[config.mk]
export PLATFORM = sky130hd
export DESIGN_NAME = deco_exe_stage
export DESIGN_NICKNAME = d
export VERILOG_FILES = /design/src/rtl/deco_exe_stage_pkg.sv /design/src/rtl/deco_exe_stage_hazard_detect.sv /design/src/rtl/deco_exe_stage.sv
export SDC_FILE = /design/constraint.sdc
export NUM_CORES = 1
export LEC_CHECK = 0
export CAP_MARGIN = 20
export CORE_MARGIN = 10
export CORE_UTILIZATION = 35
export DETAILED_ROUTE_END_ITERATION = 7
export PLACE_DENSITY = 0.81
export SYNTH_ARGS = -nofsm -noshare
export SYNTH_HDL_FRONTEND = slang
export SYNTH_SLANG_ARGS = --single-unit
[constraint.sdc]
create_clock -name clk -period 3.9 [get_ports clk]
set_clock_uncertainty 0.05 [all_clocks]
set_input_delay 0.78 -clock clk [delete_from_list [all_inputs] [get_ports clk]]
set_output_delay 0.78 -clock clk [all_outputs]
set_load 0.05 [all_outputs]
[src/rtl/deco_exe_stage_pkg.sv]
// Shared type and helper definitions for the decode-to-execute boundary.
//   stages_definition_pkg : control bundle carried from decode to execute.
//   cu_definitions_pkg    : interlock state encoding, memToReg codes and
//                           small classification helpers.
// Optional feature macro used by the stage: DECO_EXE_PERF_EN.

package stages_definition_pkg;

    // Control bundle produced by the decode control unit.
    // The all-zero value is the NOP encoding.
    typedef struct packed {
        logic       regWrite;
        logic [1:0] memToReg;
        logic       memWrite;
        logic       branch;
        logic       aluSrc;
        logic [3:0] aluControl;
        logic       trigControl;
    } deco_exe_cu_signals;

endpackage

package cu_definitions_pkg;

    import stages_definition_pkg::*;

    // Interlock state of the decode/execute boundary
    typedef enum logic [0:0] {
        RUN       = 1'b0,
        TRIG_WAIT = 1'b1
    } deco_exe_state_t;

    // memToReg selects write-back source: memory data or trig unit result
    localparam logic [1:0] MEMTOREG_MEM  = 2'b00;
    localparam logic [1:0] MEMTOREG_TRIG = 2'b11;

    // SIN/COS instruction: writes a register from the trig unit
    function automatic logic is_trig(input deco_exe_cu_signals ctrl);
        return ctrl.regWrite && (ctrl.memToReg == MEMTOREG_TRIG);
    endfunction

    // Load instruction: writes a register from memory
    function automatic logic is_load(input deco_exe_cu_signals ctrl);
        return ctrl.regWrite && (ctrl.memToReg == MEMTOREG_MEM);
    endfunction

endpackage

[src/rtl/deco_exe_stage_hazard_detect.sv]
// Load-use hazard detection. Purely combinational so that it can also be
// instantiated by the forwarding unit. Register r0 is deliberately not
// special-cased: a load to r0 followed by a use of r0 still interlocks.

module hazard_detect #(
    parameter int REG_ADDR_W = 4
) (
    input  logic                  e_valid,
    input  logic                  e_load,
    input  logic [REG_ADDR_W-1:0] e_wa,
    input  logic                  d_valid,
    input  logic                  d_alu_src,
    input  logic [REG_ADDR_W-1:0] d_ra1,
    input  logic [REG_ADDR_W-1:0] d_ra2,
    output logic                  lu
);

    // Second source only matters when the ALU actually reads it (aluSrc=0)
    always_comb begin
        lu = 1'b0;
        if (e_valid && e_load && d_valid) begin
            lu = (e_wa == d_ra1) || ((e_wa == d_ra2) && !d_alu_src);
        end else begin
            lu = 1'b0;
        end
    end

endmodule

[src/rtl/deco_exe_stage.sv]
// Decode-to-execute pipeline register with interlock control:
//   - flush on a taken branch (decode slot discarded),
//   - one-bubble load-use stall,
//   - multi-cycle hold while a SIN/COS op occupies execute.
// Optional performance counters are enabled by defining DECO_EXE_PERF_EN.

module deco_exe_stage
    import stages_definition_pkg::*;
    import cu_definitions_pkg::*;
#(
    parameter int DATA_W     = 32,
    parameter int REG_ADDR_W = 4,
    parameter int TRIG_LAT   = 4
) (
    input  logic                  clk,
    input  logic                  rst,
`ifdef DECO_EXE_PERF_EN
    output logic [31:0]           bubble_cnt,
    output logic [31:0]           trig_hold_cnt,
`endif
    input  deco_exe_cu_signals    d_ctrl,
    input  logic                  d_valid,
    input  logic [DATA_W-1:0]     d_rd1,
    input  logic [DATA_W-1:0]     d_rd2,
    input  logic [DATA_W-1:0]     d_imm,
    input  logic [REG_ADDR_W-1:0] d_ra1,
    input  logic [REG_ADDR_W-1:0] d_ra2,
    input  logic [REG_ADDR_W-1:0] d_wa,
    input  logic                  flush,
    output deco_exe_cu_signals    e_ctrl,
    output logic                  e_valid,
    output logic [DATA_W-1:0]     e_rd1,
    output logic [DATA_W-1:0]     e_rd2,
    output logic [DATA_W-1:0]     e_imm,
    output logic [REG_ADDR_W-1:0] e_wa,
    output logic                  stall_fd,
    output logic                  trig_busy
);

    // Counter holds the number of extra wait edges; TRIG_LAT<=16 fits in 4 bits
    localparam int CNT_W    = 4;
    localparam int CNT_INIT = (TRIG_LAT > 1) ? (TRIG_LAT - 2) : 0;
    localparam logic [CNT_W-1:0] CNT_START = CNT_INIT[CNT_W-1:0];

    deco_exe_state_t  state;
    logic [CNT_W-1:0] trig_cnt;
    logic             lu;

    hazard_detect #(
        .REG_ADDR_W (REG_ADDR_W)
    ) u_hazard (
        .e_valid   (e_valid),
        .e_load    (is_load(e_ctrl)),
        .e_wa      (e_wa),
        .d_valid   (d_valid),
        .d_alu_src (d_ctrl.aluSrc),
        .d_ra1     (d_ra1),
        .d_ra2     (d_ra2),
        .lu        (lu)
    );

    // Stall request is combinational so fetch/decode freeze in the same cycle
    always_comb begin
        stall_fd = 1'b0;
        if (state == TRIG_WAIT) begin
            stall_fd = 1'b1;
        end else begin
            stall_fd = lu && !flush;
        end
    end

    assign trig_busy = (state == TRIG_WAIT);

    // Interlock FSM together with the execute-stage registers
    always_ff @(posedge clk or posedge rst) begin
        if (rst) begin
            state    <= RUN;
            trig_cnt <= {CNT_W{1'b0}};
            e_valid  <= 1'b0;
            e_ctrl   <= '0;
            e_rd1    <= {DATA_W{1'b0}};
            e_rd2    <= {DATA_W{1'b0}};
            e_imm    <= {DATA_W{1'b0}};
            e_wa     <= {REG_ADDR_W{1'b0}};
        end else begin
            case (state)
                RUN: begin
                    if (flush || lu || !d_valid) begin
                        // Bubble: flush wins over lu; no instruction otherwise
                        e_valid <= 1'b0;
                        e_ctrl  <= '0;
                        e_rd1   <= {DATA_W{1'b0}};
                        e_rd2   <= {DATA_W{1'b0}};
                        e_imm   <= {DATA_W{1'b0}};
                        e_wa    <= {REG_ADDR_W{1'b0}};
                    end else begin
                        e_valid <= 1'b1;
                        e_ctrl  <= d_ctrl;
                        e_rd1   <= d_rd1;
                        e_rd2   <= d_rd2;
                        e_imm   <= d_imm;
                        e_wa    <= d_wa;
                        if (is_trig(d_ctrl) && (TRIG_LAT > 1)) begin
                            state    <= TRIG_WAIT;
                            trig_cnt <= CNT_START;
                        end else begin
                            state    <= RUN;
                        end
                    end
                end
                TRIG_WAIT: begin
                    if (flush) begin
                        // Abort the wait; trig op is squashed by the branch
                        state    <= RUN;
                        trig_cnt <= {CNT_W{1'b0}};
                        e_valid  <= 1'b0;
                        e_ctrl   <= '0;
                        e_rd1    <= {DATA_W{1'b0}};
                        e_rd2    <= {DATA_W{1'b0}};
                        e_imm    <= {DATA_W{1'b0}};
                        e_wa     <= {REG_ADDR_W{1'b0}};
                    end else if (trig_cnt == {CNT_W{1'b0}}) begin
                        state <= RUN;
                    end else begin
                        trig_cnt <= trig_cnt - {{(CNT_W-1){1'b0}}, 1'b1};
                    end
                end
                default: begin
                    state    <= RUN;
                    trig_cnt <= {CNT_W{1'b0}};
                    e_valid  <= 1'b0;
                    e_ctrl   <= '0;
                    e_rd1    <= {DATA_W{1'b0}};
                    e_rd2    <= {DATA_W{1'b0}};
                    e_imm    <= {DATA_W{1'b0}};
                    e_wa     <= {REG_ADDR_W{1'b0}};
                end
            endcase
        end
    end

`ifdef DECO_EXE_PERF_EN
    logic hazard_bubble;

    // A hazard bubble is one caused by flush (either state) or by load-use
    always_comb begin
        hazard_bubble = 1'b0;
        if (state == TRIG_WAIT) begin
            hazard_bubble = flush;
        end else begin
            hazard_bubble = flush || lu;
        end
    end

    // Free-running wrap-around performance counters
    always_ff @(posedge clk or posedge rst) begin
        if (rst) begin
            bubble_cnt    <= 32'd0;
            trig_hold_cnt <= 32'd0;
        end else begin
            if (hazard_bubble) begin
                bubble_cnt <= bubble_cnt + 32'd1;
            end else begin
                bubble_cnt <= bubble_cnt;
            end
            if (state == TRIG_WAIT) begin
                trig_hold_cnt <= trig_hold_cnt + 32'd1;
            end else begin
                trig_hold_cnt <= trig_hold_cnt;
            end
        end
    end
`endif

endmodule

### Word-level counts from Yosys, hierarchy flattened

Cells that the tools add are included.

| operators by class | value |
|---|---|
| shift-type cells | 0 |
| $add $sub $neg | 1 |
| multiplexer cells | 28 |
| divide/modulo/power cells | 0 |
| bitwise operators | 1 |
| eq/ne operators | 7 |
| multipliers | 0 |
| reductions and logical operators | 15 |
| order comparisons | 0 |

Operator list:

| kind | count |
|---|---|
| $pmux 32 s2 | 3 |
| $mux 32 | 4 |
| $mux 4 | 6 |
| $mux 11 | 2 |
| $pmux 11 s2 | 1 |
| $pmux 4 s2 | 2 |
| $eq 4x4->1 | 2 |
| $mux 1 | 8 |
| $logic_and 1x1->1 | 6 |
| $ne 2x2->1 const B | 3 |
| $logic_not 4->1 | 1 |
| $pmux 1 s2 | 2 |
| $sub 4x1->4 const B | 1 |
| $logic_not 1->1 | 3 |
| $logic_or 1x1->1 | 3 |
| $ne 3x3->1 const B | 1 |
| $reduce_and 3->1 | 1 |
| $eq 2x2->1 const B | 1 |
| $logic_not 2->1 | 1 |
| $not 1->1 | 1 |

| word-level totals | value |
|---|---|
| word-level logic and storage cells | 66 |
| input port bits | 123 |
| memory bits (read-only) | 0 |
| RAM bits | 0 |
| register bits | 117 |
| memories kept | 0 |
| latch bits | 0 |

### Longest topological paths before layout

Gate-level depths: netlist of the first run.

| logic depth | value |
|---|---|
| word-level depth | 9 |
| gate-level depth with buffers | 7 |

### Hierarchy

A second synthesis of the first run with hierarchy kept.

| unflattened totals | value |
|---|---|
| cell total of the unflattened synthesis | 294 |
| area total of the unflattened synthesis | 4,322.9 sq um |

Modules (own cells, without submodules):

| module | area each (sq um) | sequential area each (sq um) | cells an instance | instances |
|---|---|---|---|---|
| deco_exe_stage | 4,217.8 | 2,927.8 | 281 | 1 |
| hazard_detect | 105.1 | 0.0 | 13 | 1 |

### Least setup slack after synthesis of the first run

OpenSTA, ideal clock, no wires.

| timing path | value |
|---|---|
| path type | in2out |
| start | input port d_ra1[3] |
| end | output port stall_fd |
| cell stages on the path | 4 |
| slack | 1,159 ps |
| data required time | 3,070 ps |
| path buffers | 0 |
| arrival time | 1,911 ps |
| cell sequence | xor2_1 -> nor4_1 -> a32o_1 -> a21o_1 |

| between the ends | value |
|---|---|
| word-level cells in the longest chain between the ends | 5 |

RTL lines:

| item | RTL line | text |
|---|---|---|
| from (decl) | deco_exe_stage.sv:26 | `input logic [REG_ADDR_W-1:0] d_ra1,` |
| $eq 4x4->1 | deco_exe_stage_hazard_detect.sv:22 | `lu = (e_wa == d_ra1) \|\| ((e_wa == d_ra2) && !d_alu_src);` |
| $logic_or 1x1->1 | deco_exe_stage_hazard_detect.sv:22 |  |
| $mux 1 | deco_exe_stage_hazard_detect.sv:21 | `if (e_valid && e_load && d_valid) begin` |
| $logic_and 1x1->1 | deco_exe_stage.sv:68 | `stall_fd = lu && !flush;` |
| $mux 1 | deco_exe_stage.sv:65 | `if (state == TRIG_WAIT) begin` |
| to (decl) | deco_exe_stage.sv:36 | `output logic stall_fd,` |

No other way between the ends.

### Worst setup path after layout of the first run

Ends and elaborated chain as after synthesis.

==> summary.txt, run 1 <==
Worst hold path
  – Min-Delay Path Depth: 1
  – Hold Path End: e_rd1[0]
  – Worst Hold Class: flop to flop
  – Worst hold start: e_rd1[0]

Floorplanning
  – Die area: about 0.017 mm^2
  – Die W: approximately 130 um
  – Die Span Y: 132 um
  – Core Footprint: 0.0121 mm^2
  – Initial core utilization: a little over a third
  – Num rows: 40
  – Total I/O pin count: 237

STA
  – Final worst setup slack: approximately 720 ps
  – Fmax: between 300 and 400 MHz
  – Final setup viols: 0
  – RSZ-0062 raised after global routing: false
  – Hold Violations, Final: 0
  – Slew headroom: between 50% and 60%
  – Fin crit share: around four fifths
  – Crit path time final: about 3200 ps
  – Worst-Margin Slew: between 600 and 700 ps
  – Slew Limit Fails: 0
  – Total Neg Setup Slack: 0 ps

Run
  – Max Cap Viol: 0

Routing
  – DRC Markers: 0
  – Iter 0 DRT Violations: around 210
  – Routed vias/inst: 5.00
  – WL per Instance: approximately 21 um
  – Vias: roughly 3600
  – Pre-Repair DR Iteration Count: 4
  – Post-DRT Antenna Nets: 0
  – Total Wirelength: about 15000 um

Final layout
  – Antenna Cells: 0
  – Multi-input gate area in the final layout: about 0.0013 mm^2
  – Final core occ: slightly above 60%
  – Nets@finish: roughly 660
  – Layout area overhead: 72.8%
  – Register Area: 0.00293 mm^2
  – Fill cells: 959
  – Layout cells sized above 1: under 10%
  – Final Instance Area: approximately 0.0076 mm^2

Critical path
  – Worst R2R End: e_rd2[17]
  – Critical-path cell list: clkdlybuf4s50_1, xor2_1, nor4_1, a32o_1, a21o_1, buf_12
  – R2r worst-path depth: 7
  – CP endpoint kind: primary output
  – FF-to-FF setup slack: 1520 ps
  – Worst Setup Start Kind: input pin
  – WS Path Type: input pin to primary output
  – Slowest stage delay, CP: 420 ps
  – CP required: between 3000 and 4000 ps
  – Cell family with most CP delay: buffers and inverters
  – Crit-path slowest cell: clkdlybuf4s50_1
  – Reg2reg start: e_wa[2]
  – Crit path DAT: 2350 ps
  – CP max FO: 2
  – CP Buf/Inv Count: 2

Logic synthesis
  – Post-Syn Nets: around 430
  – Ys flop type: dfrtp_1
  – Synth Instances: 300
  – Yosys top cell by area: dfrtp_1
  – Syn avg cell area: 14.6 um^2
  – Top post-synthesis cells by area: dfrtp_1 67%, a22o_1 22%, buf_4 1.5%
  – Asr flop ratio synth: between 90% and 100%
  – Sequential area share after synthesis: between 60% and 70%
  – Syn Std Cell Area: around 0.0044 mm^2
  – Top-count cell post-synth: dfrtp_1
  – Flop and latch count out of synthesis: between 100 and 150
  – Number of flops mapped to enable cells by yosys: 0
  – Synth cell types: 30
  – Synth cell count leaders: 117 x dfrtp_1, 111 x a22o_1, 12 x clkbuf_1
  – Yosys synthesis warning count: 0
  – Area share of the largest cell type after synthesis: between 60% and 70%

Clocking
  – Post-cts sizing count: 0
  – Setup bufs post-CTS: 0
  – Hold_buf cts: 0
  – Root buf cell: clkbuf_16
  – Total CTS buffers: 17
  – Clock Latency Late Sink: ~410 ps
  – # clock sinks: approximately 120
  – Maximum root-to-sink buffer count: 2
  – CTS tree: yes
  – CTS clk-pin slew, worst paths: 50 ps
  – H-tree depth: 4

Placement
  – Post-DP HPWL: between 10000 and 15000 um
  – IO buf count: between 200 and 250
  – Setup WS pre-CTS: between 700 and 800 ps
  – RD Place Congestion: between 0.7 and 0.8
  – Cell area after placement: 0.00690 mm^2

Power
  – Pwr/cell area: around 480 mW/mm^2
  – Maximum vdd drop: approximately 270 uV
  – Leakage: between 0.003 and 0.004 uW
  – Overall power consumption: approximately 3600 uW

GRT
  – Total Routing Usage GR: 17.1%
  – Congestion Overflow GR: 0
  – Vias in the first global route: 4027
  – First-pass GRT wire length: between 20000 and 25000 um
  – Initial antenna violation count: 0
  – Largest net degree at the start of global routing: ~120

Run status
  – Run status: finished clean
[power by group]
| group | internal [uW] | switching (uW) | leakage, uW |
|---|---|---|---|
| sequential | 1270 | 40.1 | 0.00157 |
| combinational | 257 | 322 | 0.00143 |
| clock | 1150 | 553 | 0.000309 |
[final cells by class]
| class | count | area share [%] |
|---|---|---|
| timing repair buffer | 242 | 32.3 |
| clock inverter | 13 | 2.72 |
| sequential | 117 | 38.8 |
| clock buffer | 19 | 5.87 |
| multi-input combinational | 154 | 17.3 |
| inverter | 4 | 0.249 |
| tap | 168 | 2.78 |
[flip-flops by register name (all words and copies together) (netlist names)]
register,flops
e_ctrl,11
e_imm,32
e_rd1,32
e_rd2,32
e_valid,1
e_wa,4
trig_busy,1
trig_cnt,4
[logic make-up (layout without fill, tap and decap cells)]
kind of cell	Yosys count	after routing	synth area share, %
xor+xnor	8	8	1.60
simple gates	19	19	2.83
flops	117	117	67.0
mux	3	3	0.716
fa+ha+maj	2	2	0.572
compound gates	122	122	23.9
buf+inv	29	278	3.35
[worst max path at each step]
stage	end	cells past startpoint	start
after detailed placement	stall_fd	6	d_valid
after floorplan	stall_fd	4	d_ra1[3]
after global placement	stall_fd	6	d_valid
after global routing	stall_fd	6	d_valid
final	stall_fd	6	d_ra1[3]
after CTS	stall_fd	6	d_ra1[3]
[cells in the final DEF, fill, tap and decap left out, types with 3 or more instances in the layout]
cell type | Yosys | routed
nor2_1 | 4 | 4
inv_1 | 4 | 3
clkbuf_16 | 0 | 17
bufinv_16 | 0 | 5
a22o_1 | 111 | 111
clkinv_2 | 0 | 3
clkinvlp_4 | 0 | 4
o21ai_0 | 5 | 5
buf_4 | 9 | 4
buf_12 | 0 | 3
nand2_1 | 3 | 3
clkdlybuf4s50_1 | 0 | 235
dfrtp_1 | 117 | 117
xor2_1 | 7 | 7
[metrics by stage]
step / hold slack (ps) / cells
floorplan: 447 / 300
global placement: 432 / 685
detailed placement: 431 / 685
CTS: 450 / 717
global route: 461 / 717
finish: 444 / 717
[metal layers]
layer / vias up / GRT usage, % / wire length [um]
met3: 23 / 6.94 / 1080
met4: 0 / 6.80 / 358
met1: 1805 / 18.5 / 5740
met2: 140 / 29.4 / 7780
met5: - / 0 / 0
li1: 1619 / - / -
Note: power is estimated with default switching activity, not from simulation.
==> run 2: changes to the inputs <==
--- a/config.mk
+++ b/config.mk
@@ -9,7 +9,7 @@
 export CORE_MARGIN = 10
 export CORE_UTILIZATION = 35
 export DETAILED_ROUTE_END_ITERATION = 7
-export PLACE_DENSITY = 0.81
+export PLACE_DENSITY = 0.78
 export SYNTH_ARGS = -nofsm -noshare
 export SYNTH_HDL_FRONTEND = slang
 export SYNTH_SLANG_ARGS = --single-unit
==> constraint.sdc (replaced) <==
create_clock -name clk -period 3.3 [get_ports clk]
set_clock_uncertainty 0.05 [all_clocks]
set_input_delay 0.66 -clock clk [delete_from_list [all_inputs] [get_ports clk]]
set_output_delay 0.66 -clock clk [all_outputs]
set_load 0.05 [all_outputs]
==> run 2 against run 1 <==
Largest cell class unchanged. Count of clock-buffer cells in the layout stayed put. Non-clock buffer count up 2. Die area is the same. Combinational power up 19%. Clock power is 16% higher. Critical path type unchanged. Flip-flop and latch count is the same. Wire length fell by 0.15%. First-iteration DRC count fell by 5.7%. Register-to-register slack worse by 600 ps.
==> summary.txt, run 2 (same netlist as run 1, synthesis figures left out) <==
Final layout
  – Multi-input gate area in the final layout: 0.00130 mm^2 (unchanged)
  – Commonest cells after routing, fill and taps aside: 235 x clkdlybuf4s50_1, 117 x dfrtp_1, 111 x a22o_1
  – Fill cells: 979 (+2.1%)
  – Register Area: 0.00293 mm^2 (unchanged)
  – Largest regs: e_imm: 32 flops, e_rd1: 32 flops, e_rd2: 32 flops
  – Nets@finish: 663 (+0.30%)
  – Layout cells sized above 1: 7.99% (+0.15 points)
  – Antenna Cells: 0 (unchanged)
  – Layout area overhead: 73.2%
  – Commonest non-fill, non-tap cell in the layout: clkdlybuf4s50_1

Clocking
  – H-tree depth: 4 (unchanged)
  – Total CTS buffers: 17 (unchanged)
  – # clock sinks: 117 (unchanged)
  – Maximum root-to-sink buffer count: 2 (unchanged)
  – Hold_buf cts: 0 (unchanged)
  – Clock Latency Late Sink: 410 ps (about the same)
  – Root buf cell: clkbuf_16
  – Post-cts sizing count: 0 (unchanged)
  – Setup bufs post-CTS: 0 (unchanged)
  – CTS clk-pin slew, worst paths: 50 ps (about the same)
  – CTS tree: yes

STA
  – Final setup viols: 0 (unchanged)
  – Worst-Margin Slew: 680 ps (+8.70 ps)
  – Fin crit share: between 80 and 90%
  – RSZ-0062 raised after global routing: false
  – Slew Limit Fails: 0 (unchanged)
  – Slew headroom: 54.7% (-0.49 points)
  – Hold Worst Slack: 447 ps (+2.37 ps)
  – Hold Violations, Final: 0 (unchanged)
  – Fmax: 340 MHz
  – Crit path time final: between 2000 and 3000 ps
  – Total Neg Setup Slack: 0 ps (unchanged)

Floorplanning
  – Die area: 0.0174 mm^2 (unchanged)
  – Total I/O pin count: 237 (unchanged)
  – Core Footprint: 0.0121 mm^2 (unchanged)
  – Num rows: 40 (unchanged)
  – Initial core utilization: 36.1% (unchanged)
  – Die Span Y: 132 um (unchanged)
  – Die W: 132 um (unchanged)

Placement
  – Post-DP HPWL: 10900 um (+1.2%)
  – RD Place Congestion: 0.734 (-4.6%)
  – IO buf count: 236 (unchanged)

Critical path
  – WS Path Type: input pin to primary output
  – CP max FO: 2 (unchanged)
  – Critical-path cell list: clkdlybuf4s50_1, xor2_1, nor4_1, buf_4, a32o_1, a21o_1, buf_12
  – Crit path DAT: 2230 ps (-120 ps)
  – CP required: 2590 ps (-480 ps)
  – Worst Setup Start Kind: input pin
  – CP endpoint kind: primary output
  – CP Buf/Inv Count: 3 (+1)
  – Slowest stage delay, CP: 410 ps (about the same)
  – Crit-path slowest cell: clkdlybuf4s50_1
  – Cell family with most CP delay: buffers and inverters

Power
  – Net Sw Frac: 25.3% (-0.17 points)
  – Power share of the clock group: 46.8% (-0.5 points)
  – Leakage: 0.00331 uW (about the same)
  – Pwr/cell area: 557 mW/mm^2 (+17%)
  – Sequential power share: 36.9% (+0.3 points)
  – Net switching power figure: 1070 uW (+17%)
  – Pint: 3150 uW (+18%)
  – Overall power consumption: 4220 uW (+17%)
  – Comb power frac: 16.3% (+0.2 points)
  – Maximum vdd drop: 300 uV (+11%)

Routing
  – Pre-Repair DR Iteration Count: 5 (+1)
  – Routed vias/inst: 5.04 (+0.78%)
  – Vias: 3625 (+1.1%)
  – Iter 0 DRT Violations: 197 (-5.7%)
  – DRC Markers: 0 (unchanged)
  – Post-DRT Antenna Nets: 0 (unchanged)
  – WL per Instance: 20.8 um (-0.43%)
  – Total Wirelength: 14900 um (-0.15%)

GRT
  – First-pass GRT wire length: 23300 um (-0.56%)
  – Largest net degree at the start of global routing: 66 (-43%)
  – Congestion Overflow GR: 0 (unchanged)
  – Initial antenna violation count: 0 (unchanged)
  – Total Routing Usage GR: 17.0% (-0.13 points)
  – Vias in the first global route: 4002 (-0.62%)

Run status
  – Run status: finished clean

Run
  – Max Cap Viol: 0 (unchanged)

Worst hold path
  – Worst Hold Class: flop to flop
-- run 2: metal layers --
layer	global-route usage, %	routed length [um]	vias up
met5	0	0	-
met4	6.00	227	0
met3	7.05	1100	17
met2	28.8	7630	140
met1	18.8	5980	1839
li1	-	-	1629
-- run 2: through the flow --
| stage | cell area (um^2) | cells | setup slack (ps) | util, % |
|---|---|---|---|---|
| after CTS | 7570 | 719 | 345 | 62.5 |
| final | 7570 | 719 | 362 | 62.5 |
| after floorplan | 4370 | 300 | 782 | - |
| after detailed placement | 6930 | 687 | 285 | 57.2 |
| after global routing | 7570 | 719 | 260 | 62.5 |
| after global placement | 6930 | 687 | 310 | 57.2 |
-- run 2: layout make-up --
type / count / area share [%]
timing repair buffer: 244 / 32.6
clock buffer: 19 / 5.72
tap: 168 / 2.78
inverter: 4 / 0.248
sequential: 117 / 38.7
clock inverter: 13 / 2.73
multi-input combinational: 154 / 17.2
-- run 2: power by group through the flow --
stage | logic, uW | registers [uW] | clock network (uW)
6_report | 687 | 1550 | 1970
5_1_grt | 722 | 1560 | 2080
4_1_cts | 695 | 1550 | 2000
3_5_place_dp | 692 | 1570 | 0
3_3_place_gp | 679 | 1570 | 0
2_1_floorplan | 153 | 1780 | 0
-- run 2: final timing paths --
check	startpoint	depth (start not counted)	to	slack (ps)
max in group asynchronous	rst	3	e_rd1[5]	1990
hold / removal	e_imm[16]	1	e_imm[16]	450
setup reg to reg	e_wa[2]	8	e_rd2[20]	920
setup / recovery	d_ra1[3]	7	stall_fd	360
min in group asynchronous	rst	2	e_rd2[13]	560
hold reg to reg	e_imm[16]	1	e_imm[16]	450
